<file path="src/rtl/gnn_0_example_buf_rd_arb.sv">
// gnn_0_example_buf_rd_arb
//   Two-requester round-robin read arbiter in front of a shared buffer.
//   Accepted reads are forwarded one cycle later. The requester id is
//   queued in an in-order tag FIFO so that returns, which arrive in
//   request order at a fixed latency, can be steered to the right requester.
//
// Ports
//   aclk, areset          clock, synchronous active-high reset
//   reqN_avalid/addr      read request from requester N (0 = save, 1 = compute)
//   reqN_aready           combinational accept for requester N
//   reqN_valid/data       registered one-cycle return pulse and data
//   buf_avalid/addr       registered read request to the shared buffer
//   buf_valid/data        in-order return from the buffer
//   err_unexp             sticky: a return arrived with nothing outstanding
//   grant_cnt0/1          per-requester acceptance counters
//
// Configuration
//   GNN_BUF_RD_ARB_PERF_EN  defined: saturating 32-bit grant counters.
//                           undefined: grant_cnt0/1 tied to 0.
module gnn_0_example_buf_rd_arb #(
  parameter int C_BUF_ADDR_WIDTH  = 11,
  parameter int C_BUF_DATA_WIDTH  = 512,
  parameter int C_MAX_OUTSTANDING = 8
) (
  input  logic                        aclk,
  input  logic                        areset,
  input  logic                        req0_avalid,
  input  logic [C_BUF_ADDR_WIDTH-1:0] req0_addr,
  output logic                        req0_aready,
  output logic                        req0_valid,
  output logic [C_BUF_DATA_WIDTH-1:0] req0_data,
  input  logic                        req1_avalid,
  input  logic [C_BUF_ADDR_WIDTH-1:0] req1_addr,
  output logic                        req1_aready,
  output logic                        req1_valid,
  output logic [C_BUF_DATA_WIDTH-1:0] req1_data,
  output logic                        buf_avalid,
  output logic [C_BUF_ADDR_WIDTH-1:0] buf_addr,
  input  logic                        buf_valid,
  input  logic [C_BUF_DATA_WIDTH-1:0] buf_data,
  output logic                        err_unexp,
  output logic [31:0]                 grant_cnt0,
  output logic [31:0]                 grant_cnt1
);

  localparam int PW = (C_MAX_OUTSTANDING > 1) ? $clog2(C_MAX_OUTSTANDING) : 1;
  localparam int OW = $clog2(C_MAX_OUTSTANDING) + 1;
  localparam logic [OW-1:0] OCC_MAX = OW'(C_MAX_OUTSTANDING);

  logic                         rr_q, rr_d;
  logic [OW-1:0]                occ_q, occ_d;
  logic [PW-1:0]                wr_ptr_q, wr_ptr_d;
  logic [PW-1:0]                rd_ptr_q, rd_ptr_d;
  logic [C_MAX_OUTSTANDING-1:0] tag_q, tag_d;
  logic                         buf_avalid_q, buf_avalid_d;
  logic [C_BUF_ADDR_WIDTH-1:0]  buf_addr_q, buf_addr_d;
  logic                         req0_valid_q, req0_valid_d;
  logic                         req1_valid_q, req1_valid_d;
  logic [C_BUF_DATA_WIDTH-1:0]  req0_data_q, req0_data_d;
  logic [C_BUF_DATA_WIDTH-1:0]  req1_data_q, req1_data_d;
  logic                         err_q, err_d;

  logic room, win1, acc0, acc1, acc, ret, ret_tag;

  // Gate with areset so aready reads 0 throughout reset.
  assign room    = (occ_q < OCC_MAX);
  assign win1    = req1_avalid & (~req0_avalid | rr_q);
  assign acc1    = ~areset & room & win1;
  assign acc0    = ~areset & room & req0_avalid & ~win1;
  assign acc     = acc0 | acc1;
  // occ tracks the FIFO fill, so occ != 0 means a tag is available to pop.
  assign ret     = buf_valid & (occ_q != '0);
  assign ret_tag = tag_q[rd_ptr_q];

  always_comb begin
    rr_d         = rr_q;
    occ_d        = occ_q;
    wr_ptr_d     = wr_ptr_q;
    rd_ptr_d     = rd_ptr_q;
    tag_d        = tag_q;
    buf_avalid_d = acc;
    buf_addr_d   = buf_addr_q;
    req0_valid_d = ret & ~ret_tag;
    req1_valid_d = ret & ret_tag;
    req0_data_d  = req0_data_q;
    req1_data_d  = req1_data_q;
    err_d        = err_q | (buf_valid & (occ_q == '0));

    if (acc) begin
      rr_d             = ~win1;              // point at the loser
      tag_d[wr_ptr_q]  = win1;
      wr_ptr_d         = wr_ptr_q + PW'(1);
      buf_addr_d       = win1 ? req1_addr : req0_addr;
    end
    if (ret) begin
      rd_ptr_d = rd_ptr_q + PW'(1);
      if (ret_tag) req1_data_d = buf_data;
      else         req0_data_d = buf_data;
    end
    case ({acc, ret})
      2'b10:   occ_d = occ_q + OW'(1);
      2'b01:   occ_d = occ_q - OW'(1);
      default: occ_d = occ_q;
    endcase
  end

  always_ff @(posedge aclk) begin
    if (areset) begin
      rr_q         <= 1'b0;
      occ_q        <= '0;
      wr_ptr_q     <= '0;
      rd_ptr_q     <= '0;
      tag_q        <= '0;
      buf_avalid_q <= 1'b0;
      buf_addr_q   <= '0;
      req0_valid_q <= 1'b0;
      req1_valid_q <= 1'b0;
      req0_data_q  <= '0;
      req1_data_q  <= '0;
      err_q        <= 1'b0;
    end else begin
      rr_q         <= rr_d;
      occ_q        <= occ_d;
      wr_ptr_q     <= wr_ptr_d;
      rd_ptr_q     <= rd_ptr_d;
      tag_q        <= tag_d;
      buf_avalid_q <= buf_avalid_d;
      buf_addr_q   <= buf_addr_d;
      req0_valid_q <= req0_valid_d;
      req1_valid_q <= req1_valid_d;
      req0_data_q  <= req0_data_d;
      req1_data_q  <= req1_data_d;
      err_q        <= err_d;
    end
  end

  assign req0_aready = acc0;
  assign req1_aready = acc1;
  assign buf_avalid  = buf_avalid_q;
  assign buf_addr    = buf_addr_q;
  assign req0_valid  = req0_valid_q;
  assign req1_valid  = req1_valid_q;
  assign req0_data   = req0_data_q;
  assign req1_data   = req1_data_q;
  assign err_unexp   = err_q;

`ifdef GNN_BUF_RD_ARB_PERF_EN
  logic [31:0] cnt0_q, cnt0_d, cnt1_q, cnt1_d;

  always_comb begin
    cnt0_d = cnt0_q;
    cnt1_d = cnt1_q;
    if (acc0 && (cnt0_q != '1)) cnt0_d = cnt0_q + 32'd1;
    if (acc1 && (cnt1_q != '1)) cnt1_d = cnt1_q + 32'd1;
  end

  always_ff @(posedge aclk) begin
    if (areset) begin
      cnt0_q <= '0;
      cnt1_q <= '0;
    end else begin
      cnt0_q <= cnt0_d;
      cnt1_q <= cnt1_d;
    end
  end

  assign grant_cnt0 = cnt0_q;
  assign grant_cnt1 = cnt1_q;
`else
  assign grant_cnt0 = 32'd0;
  assign grant_cnt1 = 32'd0;
`endif

endmodule

</file>
<file path="config.mk">
export PLATFORM = sky130hd
export DESIGN_NAME = gnn_0_example_buf_rd_arb
export DESIGN_NICKNAME = d
export VERILOG_FILES = /design/src/rtl/gnn_0_example_buf_rd_arb.sv
export SDC_FILE = /design/constraint.sdc
export NUM_CORES = 2
export LEC_CHECK = 0
export ABC_CLOCK_PERIOD_IN_PS = 3450
export BUFFER_PORTS_ARGS = -buffer_cell sky130_fd_sc_hd__buf_2
export CAP_MARGIN = 20
export CORE_AREA = 3 3 643 645
export DETAILED_ROUTE_END_ITERATION = 10
export DIE_AREA = 0 0 646 648
export GPL_TIMING_DRIVEN = 0
export RECOVER_POWER = 100
export SLEW_MARGIN = 15
export SYNTH_ARGS = -nofsm -noshare
export SYNTH_HDL_FRONTEND = slang
export SYNTH_SLANG_ARGS = --single-unit
</file>
<file path="constraint.sdc">
create_clock -name aclk -period 3.45 [get_ports aclk]
set_clock_uncertainty 0.15 [all_clocks]
set_input_delay 0.69 -clock aclk [delete_from_list [all_inputs] [get_ports aclk]]
set_output_delay 0.69 -clock aclk [all_outputs]
set_load 0.01 [all_outputs]
</file>
==> metrics.md <==
| Metric | Value |
|---|---|
| Starting Density | 0.107 |
| H-tree depth | 4 |
| Status | complete, no violations |
| Core area | 0.409 sq mm |
| Pleak | 26.1 nW |
| Reg2Reg Depth | 8 |
| Final setup violation count | 0 |
| First-pass GRT wire length | 432 mm |
| Power per cell area | 684 mW/mm^2 |
| Skew-Pair Late Insertion Delay | 830 ps |
| Arrival time at the worst endpoint | 2460 ps |
| Row cnt | 235 |
| Largest net degree at the start of global routing | 13 |
| Number of vias per cell | 3.25 |
| Hold path cells | 3 |
| Library cells used by synthesis | 40 |
| Clock Path Buffers | 4 |
| Max Clock Freq | 303 MHz |
| Synth Register Bits | 1,058 |
| Worst Setup Start Kind | input port |
| DP Cell Count | 11,200 |
| TritonCTS buffer count | 140 |
| DRC viols | 0 |
| Critical path class | input port to primary output |
| Vias in the first global route | 37,200 |
| Hold Fails Final Rpt | 0 |
| HP Class | input port to flip-flop |
| FFs w/ async S/R, synth | 0 |
| Die Width | 646 microns |
| Clock transition at the registers of the reported paths | 60 ps |
| Routed Antenna Nets | 0 |
| IO Count | 1,644 |
| YS warnings | 0 |
| Hold_sp | buf_data[225] |
| Detailed Route Iter0 Violations | 2,439 |
| CP max FO | 10 |
| Post-synth EDFFs | 0 |
| TritonRoute pass-1 iters | 5 |
| Reg-to-reg endpoint | req0_data[413]$_SDFFE_PP0P_ |
| Max-slew violations | 0 |
| RSZ-0062 raised after global routing | false |
| GPL Wtd Cong | 0.910 |
| Register area | 0.0212 sq mm |
| Peak VDD IR | 0.000386 V |
| Initial antenna violation count | 111 |
| Worst Max-Slew Pin Slew | 1380 ps |
| Routed wire per std cell | 30.3 microns |
| Syn_area_per_cell | 10.6 sq um |
| Clock root cell | clkbuf_16 |
| WHS Endpoint | req0_data[225]$_SDFFE_PP0P_ |
| Top-area cell type share of the netlist area | 0.483 |
| Period minus WS final | 3300 ps |
| Crit end category | primary output |
| Layout fillers | 46,600 |
| Nets | 6,703 |
| Ranking of synthesized cells by area | dfxtp_1 (48%), mux2i_1 (24%), nand2b_1 (22%), buf_4 (1.8%), clkbuf_1 (1.5%) |
| CP required | 2610 ps |
| GR Util All Layers | 0.162 |
| Final wirelength | 356 mm |
| Clk sinks | 1,058 |
| Worst r2r src | rd_ptr_q[0]$_SDFFE_PP0P_ |
| Multi-input gate area | 0.0210 sq mm |
| Synth Flop Type | dfxtp_1 |
| Cell count after synthesis | 4,134 |
| Final Core Density | 0.158 |
| Layout cell share with drive strength beyond 1 | 0.151 |
| Post-Layout Cell Count | 11,800 |
| Area delta synth->final | 47.3% |
| Slew HR | 0.0796 |
| Largest area contributor in the netlist | dfxtp_1 |
| Die Height | 648 microns |
| Mapped cell area | 0.0439 sq mm |
| DIE AREA | 0.419 sq mm |
| Dpl hpwl | 313 mm |
| Total global routing overflow | 0 |
| Final Cycle Share | 0.957 |
| Via Count | 38,300 |
| Max cap viols | 0 |
| Seq/Total Area, Yosys | 0.483 |
| TritonCTS clock tree | yes |
| FF-to-FF setup slack | 260 ps |
| PortBufs | 1,578 |
## power by group
| group | internal, W | switching (W) | total (W) |
|---|---|---|---|
| Clock | 0.00861 | 0.00634 | 0.0149 |
| Combinational | 0.00465 | 0.00894 | 0.0136 |
| Sequential | 0.0144 | 0.00127 | 0.0157 |
| Total | 0.0277 | 0.0166 | 0.0442 |
## cells in the final DEF (no fill, tap or decap), types with 6 or more instances in the layout
cell type,Yosys,layout
a311oi_1,11,11
buf_2,66,553
buf_4,105,78
clkbuf_1,181,1257
clkbuf_16,0,142
clkbuf_2,0,72
clkbuf_4,0,8
clkbuf_8,0,30
clkinv_2,0,15
clkinv_4,0,6
clkinvlp_4,0,7
conb_1,1,64
dfxtp_1,1058,1058
diode_2,0,43
dlygate4sd3_1,0,232
mux2i_1,1039,1039
nand2_1,31,31
nand2b_1,1539,1539
nand4_1,8,8
nor2_1,36,36
## worst max-delay path by stage
stage                             startpoint                     endpoint  cells after the start
CTS                 rd_ptr_q[0]$_SDFFE_PP0P_  req0_data[375]$_SDFFE_PP0P_                      8
global route        rd_ptr_q[0]$_SDFFE_PP0P_  req0_data[376]$_SDFFE_PP0P_                      8
finish                           req1_avalid                  req0_aready                      6
floorplan                             areset        occ_q[2]$_SDFFE_PP0P_                     11
global placement                      areset        occ_q[0]$_SDFFE_PP0P_                      6
detailed placement                    areset        req0_valid$_SDFF_PP0_                      6
## worst max-delay path, stage by stage
cell and delay, ps:
dlygate4sd3_1 630, buf_2 190, nand2_1 110, clkbuf_4 350
and3_1 240, clkbuf_2 250
## cells by family after synthesis
logic type	Yosys count	share of synthesized area
and+or+nand+nor	1637	0.230
DFF	1058	0.483
AOI/OAI and AO/OA	25	0.00433
adders and majority gates	4	0.00114
muxes	1039	0.237
xor gates and xnor gates	5	0.000998
other	1	0.0000855
buffers and inverters	365	0.0436
## synthesized netlist by cell type (2+ instances only)
library cell / instances
ha_1: 4
nand2b_1: 1539
dfxtp_1: 1058
nand2_1: 31
nor2_1: 36
nor4_1: 2
buf_4: 105
nand4_1: 8
o21ai_0: 3
xnor2_1: 2
a21oi_1: 5
buf_2: 66
a31o_2: 2
mux2i_1: 1039
buf_6: 9
nor2b_1: 5
a311oi_1: 11
inv_1: 2
clkbuf_1: 181
nor3b_1: 2
or2_2: 2
nand3_1: 2
xor2_1: 3
## timing repair
item | CTS | global route
setup endpoints to repair | 433 | 0
hold buffers | 232 | 0
gates resized for setup | 8 | 0
buffers inserted | 4 | 0
endpoints found under the hold margin | 414 | 0
## per-stage QoR
step,cell area [sq um],hold WS (ps),setup TNS [ps],worst slack (ps),total power (W)
after floorplan,44100,296,0,288,0.0228
after global placement,58800,305,-1896830,-2840,0.0301
after detailed placement,59000,307,-323650,-1200,0.0302
after CTS,66000,0.794,0,56.9,0.0457
after global routing,64600,25.0,0,27.1,0.0463
final,64600,93.3,0,150,0.0442
## flip-flops by register name, summed over array words and instances, names as in the netlist, 3 cells and up
name / cells
tag_q: 8
occ_q: 4
wr_ptr_q: 3
req0_data: 512
rd_ptr_q: 3
buf_addr: 11
req1_data: 512
## layer usage
layer,share of wire,up-vias,GRT usage,routed length [microns]
met5,0.00055,-,0,195
met4,0.035,30,0.0419,12500
met3,0.13,380,0.0854,46100
met2,0.48,1656,0.284,172000
met1,0.35,18600,0.169,125000
li1,-,17500,-,-
## cell type report
type / count / share of cell area
flip-flops and latches: 1058 / 0.328
clock buffers: 202 / 0.0631
diodes: 43 / 0.00166
multi-input cells: 2774 / 0.325
repair buffers: 1821 / 0.141
plain buffers: 362 / 0.0281
clock inverters: 44 / 0.00774
well taps: 5451 / 0.106
inverters: 3 / 0.000174
(Power assumes the default switching activity.)
